### src/rtl/uart_pkg.sv
`default_nettype none
// ============================================================================
// Module      : uart_pkg
// Description : Shared baud-select encodings, limits and divisor helper for
//               the UART timing generator.
// Revision    : 1.0 - initial release
// ============================================================================
package uart_pkg;

    typedef enum logic [2:0] {
        BAUD_9600   = 3'd0,
        BAUD_19200  = 3'd1,
        BAUD_38400  = 3'd2,
        BAUD_57600  = 3'd3,
        BAUD_115200 = 3'd4,
        BAUD_CUSTOM = 3'd5
    } baud_sel_e;

    localparam int MIN_DIV   = 31;
    localparam int OS_FACTOR = 16;

    // Bit period in clocks, rounded to nearest, minus one.
    function automatic int baud_div(input int clk_freq, input int baud);
        return (clk_freq + baud / 2) / baud - 1;
    endfunction

endpackage
`default_nettype wire

### src/rtl/uart_tick_counter.sv
`default_nettype none
// ============================================================================
// Module      : uart_tick_counter
// Description : Generic wrap counter: counts while enabled, wraps at limit,
//               synchronous clear has priority.
// Revision    : 1.0 - initial release
// ============================================================================
module uart_tick_counter #(
    parameter int W = 16
) (
    input  logic         clk,
    input  logic         rst_n,
    input  logic         en,
    input  logic         clr,
    input  logic [W-1:0] limit,
    output logic [W-1:0] cnt,
    output logic         wrap
);

    logic [W-1:0] r_cnt;

    // Terminal count is reported even when clr forces a restart in the same cycle.
    assign wrap = en & (r_cnt == limit);
    assign cnt  = r_cnt;

    always_ff @(posedge clk or negedge rst_n) begin
        if (!rst_n) begin
            r_cnt <= '0;
        end else if (clr) begin
            r_cnt <= '0;
        end else if (en) begin
            r_cnt <= wrap ? '0 : r_cnt + W'(1);
        end
    end

endmodule
`default_nettype wire

### src/rtl/uart_baud_gen.sv
`default_nettype none
// ============================================================================
// Module      : uart_baud_gen
// Description : Baud-rate timing generator: mid-bit sample, bit-end, 16x
//               oversample ticks and frame bit counting with auto-stop.
// Revision    : 1.0 - initial release
// ============================================================================
module uart_baud_gen
    import uart_pkg::*;
#(
    parameter int CLK_FREQ   = 50000000,
    parameter int CNT_W      = 16,
    parameter int FRAME_BITS = 10,
    parameter int AUTO_STOP  = 1
) (
    input  logic             clk,
    input  logic             rst_n,
    input  logic             bps_start,
    input  logic [2:0]       baud_sel,
    input  logic [CNT_W-1:0] div_custom,
    output logic             clk_bps,
    output logic             bit_end,
    output logic             os_tick,
    output logic [3:0]       bit_idx,
    output logic             frame_done,
    output logic             busy
);

    localparam int c_OS_SHIFT = $clog2(OS_FACTOR);

    function automatic logic [CNT_W-1:0] os_div_of(input logic [CNT_W-1:0] div);
        logic [CNT_W:0] p1;
        p1 = {1'b0, div} + (CNT_W+1)'(1);
        p1 = (p1 >> c_OS_SHIFT) - (CNT_W+1)'(1);
        return p1[CNT_W-1:0];
    endfunction

    localparam logic [CNT_W-1:0] c_DIV_9600   = CNT_W'(baud_div(CLK_FREQ, 9600));
    localparam logic [CNT_W-1:0] c_DIV_19200  = CNT_W'(baud_div(CLK_FREQ, 19200));
    localparam logic [CNT_W-1:0] c_DIV_38400  = CNT_W'(baud_div(CLK_FREQ, 38400));
    localparam logic [CNT_W-1:0] c_DIV_57600  = CNT_W'(baud_div(CLK_FREQ, 57600));
    localparam logic [CNT_W-1:0] c_DIV_115200 = CNT_W'(baud_div(CLK_FREQ, 115200));
    localparam logic [CNT_W-1:0] c_MIN_DIV    = CNT_W'(MIN_DIV);
    localparam logic [CNT_W-1:0] c_HALF_9600  = c_DIV_9600 >> 1;
    localparam logic [CNT_W-1:0] c_OS_9600    = os_div_of(c_DIV_9600);
    localparam logic [3:0]       c_LAST_BIT   = 4'(FRAME_BITS - 1);

    logic [CNT_W-1:0] w_div_sel;
    logic             w_running;
    logic             w_latch;
    logic             w_bit_wrap;
    logic             w_os_wrap;
    logic             w_frame_wrap;
    logic             w_cnt_clr;
    logic             w_os_clr;
    logic [CNT_W-1:0] w_cnt;
    logic [CNT_W-1:0] w_os_cnt_unused;

    logic [CNT_W-1:0] r_div_q;
    logic [CNT_W-1:0] r_half_q;
    logic [CNT_W-1:0] r_os_div_q;
    logic [3:0]       r_bit_idx;
    logic             r_halted;
    logic             r_clk_bps;
    logic             r_bit_end;
    logic             r_os_tick;
    logic             r_frame_done;
    logic             r_busy;

    always_comb begin
        w_div_sel = c_DIV_9600;
        case (baud_sel_e'(baud_sel))
            BAUD_19200:  w_div_sel = c_DIV_19200;
            BAUD_38400:  w_div_sel = c_DIV_38400;
            BAUD_57600:  w_div_sel = c_DIV_57600;
            BAUD_115200: w_div_sel = c_DIV_115200;
            BAUD_CUSTOM: w_div_sel = (div_custom < c_MIN_DIV) ? c_MIN_DIV : div_custom;
            default:     w_div_sel = c_DIV_9600;
        endcase
    end

    assign w_running    = bps_start & ~r_halted;
    assign w_cnt_clr    = ~w_running;
    // Oversample phase restarts with every bit so ticks stay bit-aligned.
    assign w_os_clr     = ~w_running | w_bit_wrap;
    assign w_latch      = ~w_running | w_bit_wrap;
    assign w_frame_wrap = w_bit_wrap & (r_bit_idx == c_LAST_BIT);

    uart_tick_counter #(.W(CNT_W)) u_bit_cnt (
        .clk   (clk),
        .rst_n (rst_n),
        .en    (w_running),
        .clr   (w_cnt_clr),
        .limit (r_div_q),
        .cnt   (w_cnt),
        .wrap  (w_bit_wrap)
    );

    uart_tick_counter #(.W(CNT_W)) u_os_cnt (
        .clk   (clk),
        .rst_n (rst_n),
        .en    (w_running),
        .clr   (w_os_clr),
        .limit (r_os_div_q),
        .cnt   (w_os_cnt_unused),
        .wrap  (w_os_wrap)
    );

    always_ff @(posedge clk or negedge rst_n) begin
        if (!rst_n) begin
            r_div_q      <= c_DIV_9600;
            r_half_q     <= c_HALF_9600;
            r_os_div_q   <= c_OS_9600;
            r_bit_idx    <= 4'd0;
            r_halted     <= 1'b0;
            r_clk_bps    <= 1'b0;
            r_bit_end    <= 1'b0;
            r_os_tick    <= 1'b0;
            r_frame_done <= 1'b0;
            r_busy       <= 1'b0;
        end else begin
            // Divisor only changes between bits, never inside one.
            if (w_latch) begin
                r_div_q    <= w_div_sel;
                r_half_q   <= w_div_sel >> 1;
                r_os_div_q <= os_div_of(w_div_sel);
            end
            r_clk_bps    <= w_running & (w_cnt == r_half_q);
            r_bit_end    <= w_bit_wrap;
            r_os_tick    <= w_os_wrap;
            r_frame_done <= w_frame_wrap;
            r_busy       <= w_running;

            if (!w_running) begin
                r_bit_idx <= 4'd0;
            end else if (w_bit_wrap) begin
                r_bit_idx <= w_frame_wrap ? 4'd0 : r_bit_idx + 4'd1;
            end

            if (!bps_start) begin
                r_halted <= 1'b0;
            end else if (w_frame_wrap && (AUTO_STOP != 0)) begin
                r_halted <= 1'b1;
            end
        end
    end

    assign clk_bps    = r_clk_bps;
    assign bit_end    = r_bit_end;
    assign os_tick    = r_os_tick;
    assign frame_done = r_frame_done;
    assign busy       = r_busy;
    assign bit_idx    = r_bit_idx;

endmodule
`default_nettype wire

### config.mk
export PLATFORM = sky130hd
export DESIGN_NAME = uart_baud_gen
export DESIGN_NICKNAME = d
export VERILOG_FILES = /design/src/rtl/uart_pkg.sv /design/src/rtl/uart_tick_counter.sv /design/src/rtl/uart_baud_gen.sv
export SDC_FILE = /design/constraint.sdc
export NUM_CORES = 1
export LEC_CHECK = 0
export BUFFER_PORTS_ARGS = -buffer_cell sky130_fd_sc_hd__buf_4
export CAP_MARGIN = 10
export CELL_PAD_IN_SITES_DETAIL_PLACEMENT = 0
export CELL_PAD_IN_SITES_GLOBAL_PLACEMENT = 1
export CORE_MARGIN = 2
export CORE_UTILIZATION = 47
export CTS_CLUSTER_SIZE = 14
export DETAILED_ROUTE_END_ITERATION = 7
export GPL_TIMING_DRIVEN = 0
export PLACE_DENSITY_LB_ADDON = 0.1
export SYNTH_ARGS = -nofsm -noshare
export SYNTH_HDL_FRONTEND = slang
export SYNTH_SLANG_ARGS = --single-unit
export TNS_END_PERCENT = 50
### constraint.sdc
create_clock -name clk -period 2.6 [get_ports clk]
set_clock_uncertainty 0.05 [all_clocks]
set_input_delay 0.26 -clock clk [delete_from_list [all_inputs] [get_ports clk]]
set_output_delay 0.26 -clock clk [all_outputs]
set_load 0.005 [all_outputs]
Yosys cells after proc, flatten, opt, wreduce, memory -nomap -nowiden
Index checks and enable logic that the tools add are counted.
{"block": "word_totals", "input_bits": 22, "ff_bits": 89, "out_inout_bits": 9, "word_cells": 50}
{"block": "classes", "addsub": 5, "n_mux": 12, "eq_ne": 11, "reduce_logical": 1, "bitwise": 8, "magnitude_cmp": 1}
{"op": "2-to-1 mux 16 bit", "count": 6}
{"op": "case mux 16 bit (5 select lines)", "count": 1}
{"op": "adder 16 x 1 -> 16 bit, second input constant", "count": 2}
{"op": "equality test 16 bit", "count": 2}
{"op": "adder 16 x 1 -> 17 bit, second input constant", "count": 1}
{"op": "equality test 16 x 15 -> 1 bit", "count": 1}
{"op": "less-than comparator 16 x 5 -> 1 bit, second input constant", "count": 1}
{"op": "subtractor 13 x 1 -> 14 bit, second input constant", "count": 1}
{"op": "2-to-1 mux 4 bit", "count": 3}
{"op": "equality test 3 x 2 -> 1 bit, second input constant", "count": 2}
{"op": "equality test 3 bit, second input constant", "count": 2}
{"op": "bitwise AND 1 bit", "count": 5}
{"op": "adder 4 x 1 -> 4 bit, second input constant", "count": 1}
{"op": "equality test 4 bit, second input constant", "count": 1}
{"op": "equality test 3 x 1 -> 1 bit, second input constant", "count": 1}
{"op": "2-to-1 mux 1 bit", "count": 2}
{"op": "!= test 2 x 1 -> 1 bit, second input constant", "count": 1}
{"op": "!= test 2 bit, second input constant", "count": 1}
{"op": "NOT 1 bit", "count": 2}
{"op": "nonzero test 2 bit", "count": 1}
{"op": "OR 1 bit", "count": 1}

Logic depth before layout (Yosys ltp)
Gate-level depths: netlist of the first run.
{"block": "depth", "word_depth": 7, "ltp_mapped": 13, "depth_no_buf": 12}

Cells and area by module
A second synthesis of the first run with hierarchy kept.
{"block": "hier_totals", "hier_cells": 532, "hier_area_um2": 4714.5}
{"mod": "uart_baud_gen", "seq_area_each_um2": 1013.5, "area_per_inst_um2": 2514.9, "n_inst": 1, "cells_per_inst": 286}
{"mod": "uart_tick_counter", "seq_area_each_um2": 400.4, "area_per_inst_um2": 1099.8, "n_inst": 2, "cells_per_inst": 123}

Worst setup path before layout of the first run
OpenSTA, ideal clock, no wires.
{"block": "synth_path", "kind": "input -> register", "from": "input div_custom[14]", "to": "register r_os_div_q[10]", "arrival_ps": 2495, "stages": 13, "n_path_buf": 1, "setup_time_ps": 126, "required_ps": 2424, "path_slack_ps": -71, "cell_sequence": "buf_2 > nor4_2 > and3_1 > o21ai_0 > o21ai_0 > nand2_1 > ha_1 > nor2b_1 > a32o_1 > and4_1 > o21ai_0 > xnor2_1 > a21oi_1"}
{"block": "synth_via", "elab_chain_len": 5}
{"item": "start: declaration", "line_no": "uart_baud_gen.sv:20", "rtl": "input logic [CNT_W-1:0] div_custom,"}
{"item": "less-than comparator 16 x 5 -> 1 bit", "line_no": "uart_baud_gen.sv:77", "rtl": "BAUD_CUSTOM: w_div_sel = (div_custom < c_MIN_DIV) ? c_MIN_DIV : div_custom;"}
{"item": "2-to-1 mux 16 bit (*)", "line_no": "uart_baud_gen.sv:77"}
{"item": "case mux 16 bit (5 select lines) (*)", "line_no": "uart_baud_gen.sv:72", "rtl": "case (baud_sel_e'(baud_sel))"}
{"item": "adder 16 x 1 -> 17 bit (*)", "line_no": "uart_baud_gen.sv:33", "rtl": "p1 = {1'b0, div} + (CNT_W+1)'(1);"}
{"item": "subtractor 13 x 1 -> 14 bit (*)", "line_no": "uart_baud_gen.sv:34", "rtl": "p1 = (p1 >> c_OS_SHIFT) - (CNT_W+1)'(1);"}
{"item": "end signal: assignment", "line_no": "uart_baud_gen.sv:113", "rtl": "r_os_div_q <= c_OS_9600;"}
{"item": "end signal: assignment", "line_no": "uart_baud_gen.sv:126", "rtl": "r_os_div_q <= os_div_of(w_div_sel);"}
{"item": "end: declaration", "line_no": "uart_baud_gen.sv:61", "rtl": "logic [CNT_W-1:0] r_os_div_q;"}
Mark *: on every way between the ends. The rest lies on a longest branch, timed or not.
A chain may end at the register's enable or synchronous reset.

Worst setup path after layout of the first run
{"block": "layout_path", "from": "input baud_sel[0]", "to": "register r_os_div_q[12]"}
{"block": "layout_via", "elab_chain_len": 4, "elab_cells_between_ends": 8, "classes_between": "add/sub: 2; eq/ne: 5; mux: 1"}
{"item": "start: declaration", "line_no": "uart_baud_gen.sv:19", "rtl": "input logic [2:0] baud_sel,"}
{"item": "equality test 3 bit, or another cell as far along", "line_no": "uart_baud_gen.sv:72"}
{"item": "case mux 16 bit (5 select lines) (*)", "line_no": "uart_baud_gen.sv:72"}
{"item": "adder 16 x 1 -> 17 bit (*)", "line_no": "uart_baud_gen.sv:33"}
{"item": "subtractor 13 x 1 -> 14 bit (*)", "line_no": "uart_baud_gen.sv:34"}
Marks and branches as above.

==> results.sh, run 1 <==
export IMPL_avgViaCountPerCell=5.556
export IMPL_place_gp_congestion=0.8908
export IMPL_dr_pass1_iters=4
export IMPL_wl_per_cell_um=16.98
export IMPL_hpwl_um=8103
export IMPL_post_route_util_pct=55.45
export IMPL_worstPathRequired_ps=2820
export IMPL_yosys_register_bits=72
export IMPL_tightest_slew_ps=888.5
export IMPL_finalHoldViolations=15
export IMPL_io_buffers=27
export IMPL_synth_top_area_share_pct=35.60
export IMPL_crit_arrival_ps=2720
export IMPL_criticalPathCategory="in2reg"
export IMPL_synth_net_count=515
export IMPL_async_reset_ff_share_pct=100.0
export IMPL_synthMuxAreaShare_pct=0.4594
export IMPL_rows=35
export IMPL_clock_sinks=72
export IMPL_finalMaxSlewViolations=0
export IMPL_p_leak_uw=0.002299
export IMPL_critPathSlowestCell="or3b_4"
export IMPL_fmaxAchievable_mhz=398.8
export IMPL_layout_drive_gt1_share_pct=18.10
export IMPL_slowest_delay_ps=420
export IMPL_crit_family="simple AND/OR/NAND/NOR gates"
export IMPL_tns_ps=0
export IMPL_path_clk_slew_ps=80
export IMPL_peakVddDrop_uv=297.2
export IMPL_cts_tree="built"
export IMPL_grt_max_degree=73
export IMPL_n_antenna_cell=0
export IMPL_dp_cells=626
export IMPL_cts_path_max_buffers=2
export IMPL_synthAdderAreaFrac_pct=1.436
export IMPL_final_cells=647
export IMPL_post_route_period_util_pct=96.44
export IMPL_start_util_pct=47.84
export IMPL_synth_most_common_cell="nor2_1"
export IMPL_violations="negative hold slack"
export IMPL_track_usage_pct=23.20
export IMPL_cts_max_level=3
export IMPL_crit_path_max_fanout=10
export IMPL_yosysSeqAreaShare_pct=41.63
export IMPL_drt_wl_total_um=10990
export IMPL_io_pins=31
export IMPL_vias=3595
export IMPL_syn_cell_area_sq_mm=0.004358
export IMPL_cp_num_buf_inv=2
export IMPL_layout_nets=558
export IMPL_clkLatencyLatePin_ps=340
export IMPL_syn_avg_cell_area_sq_um=8.930
export IMPL_setup_violations=0
export IMPL_synth_simple_gate_area_share_pct=24.23
export IMPL_synth_common_cells="nor2_1, xor2_1, dfrtp_1"
export IMPL_maxCapViolCount=0
export IMPL_synth_edff_count=0
export IMPL_synth_compound_area_share_pct=11.69
export IMPL_worst_setup_path_end_kind="flip-flop"
export IMPL_die_w_um=100.3
export IMPL_synth_top_area_cell="dfrtp_1"
export IMPL_grt_pass1_vias=3549
export IMPL_ant_nets=0
export IMPL_ctsHoldBuffers=0
export IMPL_max_slew_margin_pct=40.77
export IMPL_grt_pass1_wl_um=18080
export IMPL_cts_buffers=9
export IMPL_setup_worst_path_start_class="input port"
export IMPL_powerDensity_mw_per_mm2=513.9
export IMPL_synth_cell_types=62
export IMPL_status="finished, violations left"
export IMPL_synth_area_leaders="dfrtp_1, xor2_1, dfstp_2"
export IMPL_first_iter_violations=169
export IMPL_r2r_setup_slack_ps=260
export IMPL_grt_ovfl_total=0
export IMPL_synth_xor_area_share_pct=16.48
export IMPL_path_cells="buf_4 > clkbuf_4 > or3b_4 > o22ai_4 > o21ai_1 > nand2_1 > ha_2 > nor2b_4 > a32o_2 > and4_4 > nor2_1 > o41a_1 > o21ai_1"
export IMPL_synthCells=488
export IMPL_cts_root_buffer="clkbuf_8"
export IMPL_antenna_found_initial=0
export IMPL_hold_slack_ps=-21.68
export IMPL_synth_ff_type="dfrtp_1"
export IMPL_fin_crit_ps=2507
export IMPL_core_area_sq_mm=0.009109
export IMPL_synth_top_family_by_area="simple AND/OR/NAND/NOR gates"
export IMPL_crit_top_cell="o21ai_1"
export IMPL_syn2layout_area_growth_pct=15.91
export IMPL_drc_errors=0
export IMPL_ys_warnings_count=0
export IMPL_die_height_um=100.3
export IMPL_dieArea_sq_mm=0.01006
export IMPL_hp_class="in2async"
==> cells in the final DEF, fill, tap and decap left out, drive strengths merged, types with 3 or more instances in the layout <==
| master | n |
|---|---|
| o31ai | 3 |
| ha | 5 |
| dfstp | 10 |
| nor2 | 66 |
| nand4 | 11 |
| or3 | 3 |
| and3 | 9 |
| nand2 | 50 |
| nand2b | 3 |
| nor3 | 5 |
| nor4 | 13 |
| a21o | 4 |
| or4 | 3 |
| and2 | 5 |
| inv | 10 |
| nand3b | 3 |
| a21oi | 14 |
| dfrtp | 62 |
| a31oi | 5 |
| xor2 | 63 |
| clkbuf | 24 |
| and4 | 5 |
| xnor2 | 19 |
| o21ai | 27 |
| nand3 | 26 |
| buf | 48 |
==> area by class of cell <==
cell class	instances	area, sq um
fill	826	4058
multi-input combinational	376	2449
sequential	72	1814
timing repair buffer	34	255.2
tap	111	138.9
buffer	28	136.4
clock buffer	10	127.6
clock inverter	6	92.59
inverter	10	37.54
==> worst register-to-register path: stages, from the launching register on <==
cell and delay (ps):
dfrtp_1 360, clkbuf_1 180, xor2_1 200, nor4_1 360, nand4_1 140, nor3_1 280, nand2b_1 140, buf_2 190
buf_2 250, nor2_1 70
==> cells by family (layout without fill, tap and decap cells) <==
family,Yosys count,count (layout)
multiplexers,2,2
buffers and inverters,40,88
adder cells (fa/ha/maj),5,5
AO/OA/AOI/OAI,76,76
AND/OR/NAND/NOR,211,211
flip-flops,72,72
XOR/XNOR,82,82
==> flip-flops by register name, summed over array words and instances (netlist names) <==
register and cells:
u_os_cnt.cnt 16, os_tick 1, bit_end 1, r_halted 1
u_bit_cnt.cnt 16, r_os_div_q 14, r_div_q 16, busy 1
frame_done 1, clk_bps 1, bit_idx 4
==> worst paths after layout <==
path	depth (start not counted)	start	to
hold / removal	1	rst_n	u_bit_cnt.cnt[14]$_DFF_PN0_
setup / recovery	13	baud_sel[0]	r_os_div_q[12]$_DFFE_PN0N_
hold reg to reg	1	r_halted$_DFFE_PN0P_	r_halted$_DFFE_PN0P_
setup reg to reg	9	u_os_cnt.cnt[10]$_DFFE_PN0P_	u_os_cnt.cnt[11]$_DFFE_PN0P_
min in group clk	2	bps_start	r_halted$_DFFE_PN0P_
max in group asynchronous	1	rst_n	r_os_div_q[11]$_DFFE_PN0N_
==> where the power goes <==
group | internal (uW) | leakage (uW) | switching (uW)
combinational | 150 | 0.00125 | 217
sequential | 1180 | 0.000942 | 59.4
clock | 546 | 0.000103 | 440
total | 1880 | 0.00230 | 716
==> stage by stage <==
stage | instance area (sq um) | hold slack (ps) | total power [uW] | worst slack, ps
after floorplan | 4374 | -85.59 | 1469 | 0.5975
after global placement | 4716 | 392.7 | 1606 | -541.4
after detailed placement | 4716 | 399.4 | 1610 | -525.7
after CTS | 5002 | 26.35 | 2608 | 0.1177
after global routing | 5051 | 63.55 | 2710 | -10.36
final | 5051 | -21.68 | 2596 | 92.51
==> metal layers <==
| layer | track usage (%) | vias up | share of wire (%) |
|---|---|---|---|
| met5 | 0 | - | 0 |
| met4 | 9.694 | 0 | 2.7 |
| met3 | 2.994 | 23 | 4.2 |
| met2 | 36.14 | 106 | 45 |
| met1 | 32.68 | 1696 | 48 |
| li1 | - | 1770 | - |
==> timing repair <==
action	CTS	global route
gates resized for setup	3	15
pin swaps	4	5
setup endpoints to repair	5	30
buffers inserted	6	1
hold endpoints to repair	0	0
No activity file was read; power rests on OpenSTA's default activity.
==> run 2, diff against run 1 <==
Settings changed: CORE_UTILIZATION 47 to 42.
Clock period 2.6 ns to 2.1 ns, I/O delays scaled along.
==> run 2 against run 1 <==
The run ends with negative setup slack left; sequential power up 24%; setup slack worse by 210 ps; critical path depth fell by 1; power up 28%; largest power group unchanged; largest cell class unchanged; clock power up 25%; routed wire length is 7.7% higher; non-clock buffer count is 10 higher; via count rose by 1.6%; global-route usage down 1.8 points.
==> results.sh, run 2 (synthesized netlist as in run 1, its figures left out) <==
export IMPL_status="finished, violations left"
export IMPL_violations="negative setup slack"
export IMPL_crit_path_max_fanout=4
export IMPL_most_common_layout_cells="xor2_1, nor2_1, dfrtp_1"
export IMPL_grt_max_degree=73
export IMPL_worst_setup_path_end_kind="flip-flop"
export IMPL_io_buffers=27
export IMPL_fin_crit_ps=2216
export IMPL_wl_per_cell_um=17.34
export IMPL_die_height_um=105.9
export IMPL_cts_tree="built"
export IMPL_cts_max_level=3
export IMPL_hpwl_um=8538
export IMPL_drc_errors=0
export IMPL_rows=37
export IMPL_n_fill_cell=963
export IMPL_place_gp_congestion=0.8923
export IMPL_powerDensity_mw_per_mm2=601.5
export IMPL_io_pins=31
export IMPL_max_slew_margin_pct=40.29
export IMPL_dr_pass1_iters=4
export IMPL_tightest_slew_ps=895.6
export IMPL_place_area_sq_mm=0.004815
export IMPL_clkLatencyLatePin_ps=350
export IMPL_setup_worst_path_start_class="input port"
export IMPL_dp_cells=651
export IMPL_grt_pass1_vias=3575
export IMPL_ant_nets=0
export IMPL_peakVddDrop_uv=238.2
export IMPL_fin_area_sq_mm=0.005524
export IMPL_layout_drive_gt1_share_pct=28.02
export IMPL_fmaxAchievable_mhz=451.3
export IMPL_track_usage_pct=21.45
export IMPL_die_w_um=105.9
export IMPL_n_antenna_cell=0
export IMPL_rsz0062_at_grt="true"
export IMPL_antenna_found_initial=0
export IMPL_clock_sinks=72
export IMPL_finalHoldViolations=0
export IMPL_slowest_delay_ps=370
export IMPL_maxCapViolCount=0
export IMPL_syn2layout_area_growth_pct=26.76
export IMPL_avgViaCountPerCell=5.358
export IMPL_first_iter_violations=127
export IMPL_grt_ovfl_total=0
export IMPL_path_clk_slew_ps=90
export IMPL_post_route_period_util_pct=105.5
export IMPL_drt_wl_total_um=11830
export IMPL_critPathSlowestCell="or3_4"
export IMPL_layout_nets=568
export IMPL_grt_pass1_wl_um=18760
export IMPL_vias=3654
export IMPL_dieArea_sq_mm=0.01121
export IMPL_start_util_pct=42.79
export IMPL_path_cells="buf_8 > nor4_4 > and3_4 > o22ai_4 > o21ai_1 > nand2_1 > ha_4 > nor2b_4 > a32o_2 > and4_4 > or3_4 > o21ai_2"
export IMPL_crit_arrival_ps=2440
export IMPL_setup_ws_ps=-115.8
export IMPL_criticalPathCategory="in2reg"
export IMPL_final_common_cell="xor2_1"
export IMPL_finalMaxSlewViolations=0
export IMPL_final_cells=682
export IMPL_p_leak_uw=0.002479
export IMPL_core_area_sq_mm=0.01018
export IMPL_setup_violations=29
export IMPL_cts_buffers=9
export IMPL_worstPathRequired_ps=2320
export IMPL_cts_root_buffer="clkbuf_8"
export IMPL_power_uw=3323
export IMPL_hp_class="in2reg"
export IMPL_cts_path_max_buffers=2
[run 2: cell types whose count changed in the layout (fill, tap and decap cells not counted), sizes merged]
cell         previous run  this run
clkinvlp                2         0
clkinv                  2         3
clkbuf                 24        16
buf                    48        66
dlygate4sd3             0         1
[run 2: final timing paths]
path | end | slack [ps] | from | depth (start not counted)
max | r_os_div_q[12]$_DFFE_PN0N_ | -120 | div_custom[8] | 12
max reg2reg | r_os_div_q[12]$_DFFE_PN0N_ | -110 | r_div_q[6]$_DFFE_PN1N_ | 7
max in group asynchronous | u_bit_cnt.cnt[3]$_DFF_PN0_ | 890 | rst_n | 2
min reg2reg | r_halted$_DFFE_PN0P_ | 430 | r_halted$_DFFE_PN0P_ | 1
min | r_halted$_DFFE_PN0P_ | 20 | bps_start | 2
min in group asynchronous | u_bit_cnt.cnt[15]$_DFF_PN0_ | 490 | rst_n | 2
[run 2: final cells by class]
class                   count  area [sq um]  share of cell area [%]
multi-input cells         376          2631                   47.63
well taps                 136         170.2                   3.080
clock buffers              11         141.4                   2.559
flip-flops and latches     72          1824                   33.02
plain buffers              21         181.4                   3.284
repair buffers             51         459.2                   8.313
clock inverters             5         78.83                   1.427
inverters                  10         37.54                  0.6795
[run 2: worst max-delay path: cells and delay by family]
kind / cells / cell delay, ps
buffers and inverters: 1 / 100
AOI/OAI and AO/OA: 4 / 550
and+or+nand+nor: 6 / 1380
adders and majority gates: 1 / 200
[run 2: metal layers]
metal / part of all wire [%] / vias to the layer above / global-route usage (%)
met4: 1.6 / 0 / 7.895
met3: 2.3 / 14 / 2.783
met5: 0 / - / 0
met2: 47 / 60 / 34.42
met1: 49 / 1793 / 29.68
li1: - / 1787 / -
[run 2: what timing repair did]
action | CTS | global route
hold buffers | 1 | 0
endpoints found under the hold margin | 62 | 0
gates cloned | 0 | 2
pin swaps | 14 | 12
setup endpoints to repair | 64 | 64
resized for setup | 33 | 57
buffers inserted | 7 | 14
[run 2: through the flow]
stage	setup TNS, ps	worst slack [ps]	util, %	hold WS, ps
2_1_floorplan	-927.5	-263.5	-	-135.6
3_3_place_gp	-17350	-672.0	47.27	349.7
3_5_place_dp	-18100	-642.6	47.27	354.0
4_1_cts	-119.2	-80.57	51.04	6.128
5_1_grt	-3892	-183.8	54.24	9.521
6_report	-1245	-115.8	54.24	16.15
[run 2: power breakdown]
group | leakage (uW) | switching, uW | total (uW) | internal, uW
combinational | 0.00144 | 307 | 549 | 242
clock | 0.000114 | 528 | 1230 | 703
sequential | 0.000929 | 76.1 | 1540 | 1470
==> run 3, diff against run 2 <==
Settings changed: ABC_AREA from default to 1, CORE_UTILIZATION 42 to 40.
==> run 3 against run 2 <==
The run still ends with negative setup slack left; worst hold slack better by 24 ps; non-clock buffer count grew 13; highest routed layer unchanged; flip-flop and latch count unchanged; via count increased by 21%; critical endpoint is now u_bit_cnt.cnt[12]$_DFF_PN0_; largest cell class unchanged; register-to-register slack improved by 80 ps; routed wire length is 8.2% higher; synthesized cell count is 31% higher; design area increased by 13%; sequential share of layout area down 3.8 points.
==> results.sh, run 3 <==
export IMPL_peakVddDrop_uv=489.1
export IMPL_cts_root_buffer="clkbuf_16"
export IMPL_clock_sinks=72
export IMPL_rows=39
export IMPL_cp_num_buf_inv=5
export IMPL_rsz0062_at_grt="true"
export IMPL_cts_max_level=3
export IMPL_max_slew_margin_pct=40.37
export IMPL_die_height_um=111.6
export IMPL_synth_simple_gate_area_share_pct=32.68
export IMPL_final_common_cell="nand2_1"
export IMPL_path_clk_slew_ps=50
export IMPL_synth_common_cells="nand2_1, inv_1, nor2_1"
export IMPL_violations="negative setup slack"
export IMPL_ys_warnings_count=0
export IMPL_grt_max_degree=73
export IMPL_synth_area_leaders="dfrtp_1, nand2_1, inv_1"
export IMPL_place_gp_congestion=0.8742
export IMPL_setup_violations=19
export IMPL_drc_errors=0
export IMPL_syn_cell_area_sq_mm=0.004629
export IMPL_start_util_pct=40.72
export IMPL_cts_path_max_buffers=2
export IMPL_synth_compound_area_share_pct=11.27
export IMPL_setup_ws_ps=-33.08
export IMPL_critPathSlowestCell="dfrtp_2"
export IMPL_cts_tree="built"
export IMPL_vias=4419
export IMPL_power_switching_uw=1023
export IMPL_grt_pass1_vias=4115
export IMPL_worstPathRequired_ps=2280
export IMPL_layout_nets=749
export IMPL_synth_top_family_by_area="simple AND/OR/NAND/NOR gates"
export IMPL_finalHoldViolations=0
export IMPL_synth_edff_count=0
export IMPL_synth_cell_types=43
export IMPL_clkLatencyLatePin_ps=330
export IMPL_most_common_layout_cells="nand2_1, inv_1, buf_4"
export IMPL_io_buffers=30
export IMPL_synth_top_area_share_pct=33.51
export IMPL_grt_pass1_wl_um=20610
export IMPL_fin_crit_ps=2133
export IMPL_yosysSeqAreaShare_pct=39.19
export IMPL_comb_power_share_pct=19.1
export IMPL_io_pins=31
export IMPL_hpwl_um=9323
export IMPL_path_cells="buf_4 > xnor2_2 > nand4_1 > a2111oi_4 > nand2_2 > nand2_4 > inv_4 > buf_12 > clkbuf_16 > nand3_1 > inv_1"
export IMPL_syn_avg_cell_area_sq_um=7.256
export IMPL_tns_ps=-298.9
export IMPL_track_usage_pct=20.70
export IMPL_tightest_slew_ps=894.4
export IMPL_dieArea_sq_mm=0.01245
export IMPL_drt_wl_total_um=12800
export IMPL_synthCells=638
export IMPL_async_reset_ff_share_pct=100.0
export IMPL_p_seq_share_pct=41.6
export IMPL_crit_family="simple AND/OR/NAND/NOR gates"
export IMPL_yosys_register_bits=72
export IMPL_layout_drive_gt1_share_pct=32.60
export IMPL_slowest_delay_ps=430
export IMPL_synth_xor_area_share_pct=6.054
export IMPL_crit_path_max_fanout=8
export IMPL_wl_per_cell_um=14.71
export IMPL_synth_net_count=665
export IMPL_criticalPathCategory="reg2reg"
export IMPL_dr_pass1_iters=5
export IMPL_synth_ff_type="dfrtp_1"
export IMPL_first_iter_violations=266
export IMPL_maxCapViolCount=0
export IMPL_n_antenna_cell=0
export IMPL_p_leak_uw=0.002947
export IMPL_swShare_pct=27.53
export IMPL_worst_setup_path_end_kind="flip-flop"
export IMPL_hp_class="in2reg"
export IMPL_post_route_period_util_pct=101.6
export IMPL_internal_power_uw=2693
export IMPL_post_route_util_pct=54.81
export IMPL_finalMaxSlewViolations=0
export IMPL_die_w_um=111.6
export IMPL_status="finished, violations left"
export IMPL_p_clk_share_pct=39.3
export IMPL_setup_worst_path_start_class="flip-flop"
export IMPL_synth_most_common_cell="nand2_1"
export IMPL_antenna_found_initial=0
export IMPL_synth_top_area_cell="dfrtp_1"
export IMPL_synthMuxAreaShare_pct=0
export IMPL_cts_buffers=9
export IMPL_powerDensity_mw_per_mm2=596.3
export IMPL_core_area_sq_mm=0.01137
export IMPL_syn2layout_area_growth_pct=34.62
export IMPL_grt_ovfl_total=0
export IMPL_fmaxAchievable_mhz=468.8
export IMPL_ant_nets=0
export IMPL_avgViaCountPerCell=5.079
export IMPL_crit_arrival_ps=2310
export IMPL_synthAdderAreaFrac_pct=1.351
run 3: cell count changes after synthesis, moves of 7 or more:
cell	previous run	this run
inv_2	0	10
nor3_1	5	12
nand2_2	0	12
nor2_2	0	11
xor2_1	63	10
o21ai_0	25	39
nor4_1	12	5
and3_1	9	2
nand2_1	50	153
buf_2	13	2
inv_1	9	93
nand4_1	10	20
run 3: cell families (layout without fill, tap and decap cells):
| group | after synthesis | count (layout) |
|---|---|---|
| simple gates | 328 | 328 |
| fa+ha+maj | 5 | 5 |
| buf+inv | 115 | 204 |
| xor+xnor | 32 | 32 |
| compound gates | 86 | 86 |
| flops | 72 | 72 |
run 3: power by group through the flow:
stage	clock [uW]	combinational (uW)	sequential [uW]
after floorplan	0	355	1540
after global placement	0	516	1570
after detailed placement	0	522	1570
after CTS	1500	567	1540
after global routing	1550	787	1550
final	1460	708	1550
run 3: final timing paths:
check / start / endpoint / slack [ps] / cells after the start
worst min-delay path: bps_start / r_halted$_DFFE_PN0P_ / 40 / 2
worst max-delay path: u_bit_cnt.cnt[1]$_DFF_PN0_ / u_bit_cnt.cnt[12]$_DFF_PN0_ / -30 / 11
worst max register to register: u_bit_cnt.cnt[1]$_DFF_PN0_ / u_bit_cnt.cnt[12]$_DFF_PN0_ / -30 / 11
max in group asynchronous: rst_n / u_os_cnt.cnt[0]$_DFFE_PN0P_ / 860 / 2
worst min register to register: u_os_cnt.cnt[0]$_DFFE_PN0P_ / u_os_cnt.cnt[0]$_DFFE_PN0P_ / 440 / 1
min in group asynchronous: rst_n / u_bit_cnt.cnt[10]$_DFF_PN0_ / 500 / 2
run 3: layout make-up:
| class | count | area (sq um) |
|---|---|---|
| Clock inverter | 4 | 45.04 |
| Multi-Input combinational cell | 451 | 2785 |
| Inverter | 103 | 389.1 |
| Clock buffer | 12 | 236.5 |
| Tap cell | 143 | 178.9 |
| Timing Repair Buffer | 74 | 633.1 |
| Fill cell | 1091 | 5137 |
| Sequential cell | 72 | 1821 |
| Buffer | 11 | 143.9 |
run 3: metal layers:
metal	global-route usage, %	vias up	share of wire (%)
li1	-	2235	-
met2	32.56	85	46
met1	29.71	2083	49
met5	0	-	0
met3	3.048	16	3.4
met4	6.255	0	1.6
run 3: worst reg2reg max path: stages, from the launching register on:
cell	delay, ps
dfrtp_2	430
buf_4	150
xnor2_2	110
nand4_1	220
a2111oi_4	310
nand2_2	140
nand2_4	140
inv_4	50
buf_12	150
clkbuf_16	160
nand3_1	80
inv_1	40
run 3: timing repair:
item | in CTS | in global routing
gates cloned | 0 | 3
setup buffers | 13 | 27
pin swaps | 10 | 48
hold buffers | 1 | 0
resized for setup | 38 | 135
hold endpoints to repair | 17 | 0
setup endpoints to repair | 67 | 67
run 3: stage by stage:
| stage | cells | hold slack [ps] | cell area (sq um) | power (uW) | worst slack [ps] |
|---|---|---|---|---|---|
| detailed placement | 811 | 358.5 | 5034 | 2089 | -722.0 |
| global placement | 811 | 347.5 | 5034 | 2083 | -663.0 |
| finish | 870 | 40.55 | 6232 | 3716 | -33.08 |
| CTS | 840 | 26.40 | 5562 | 3614 | -45.41 |
| global route | 870 | 46.34 | 6232 | 3895 | -199.6 |
| floorplan | 638 | -135.6 | 4629 | 1899 | 31.34 |
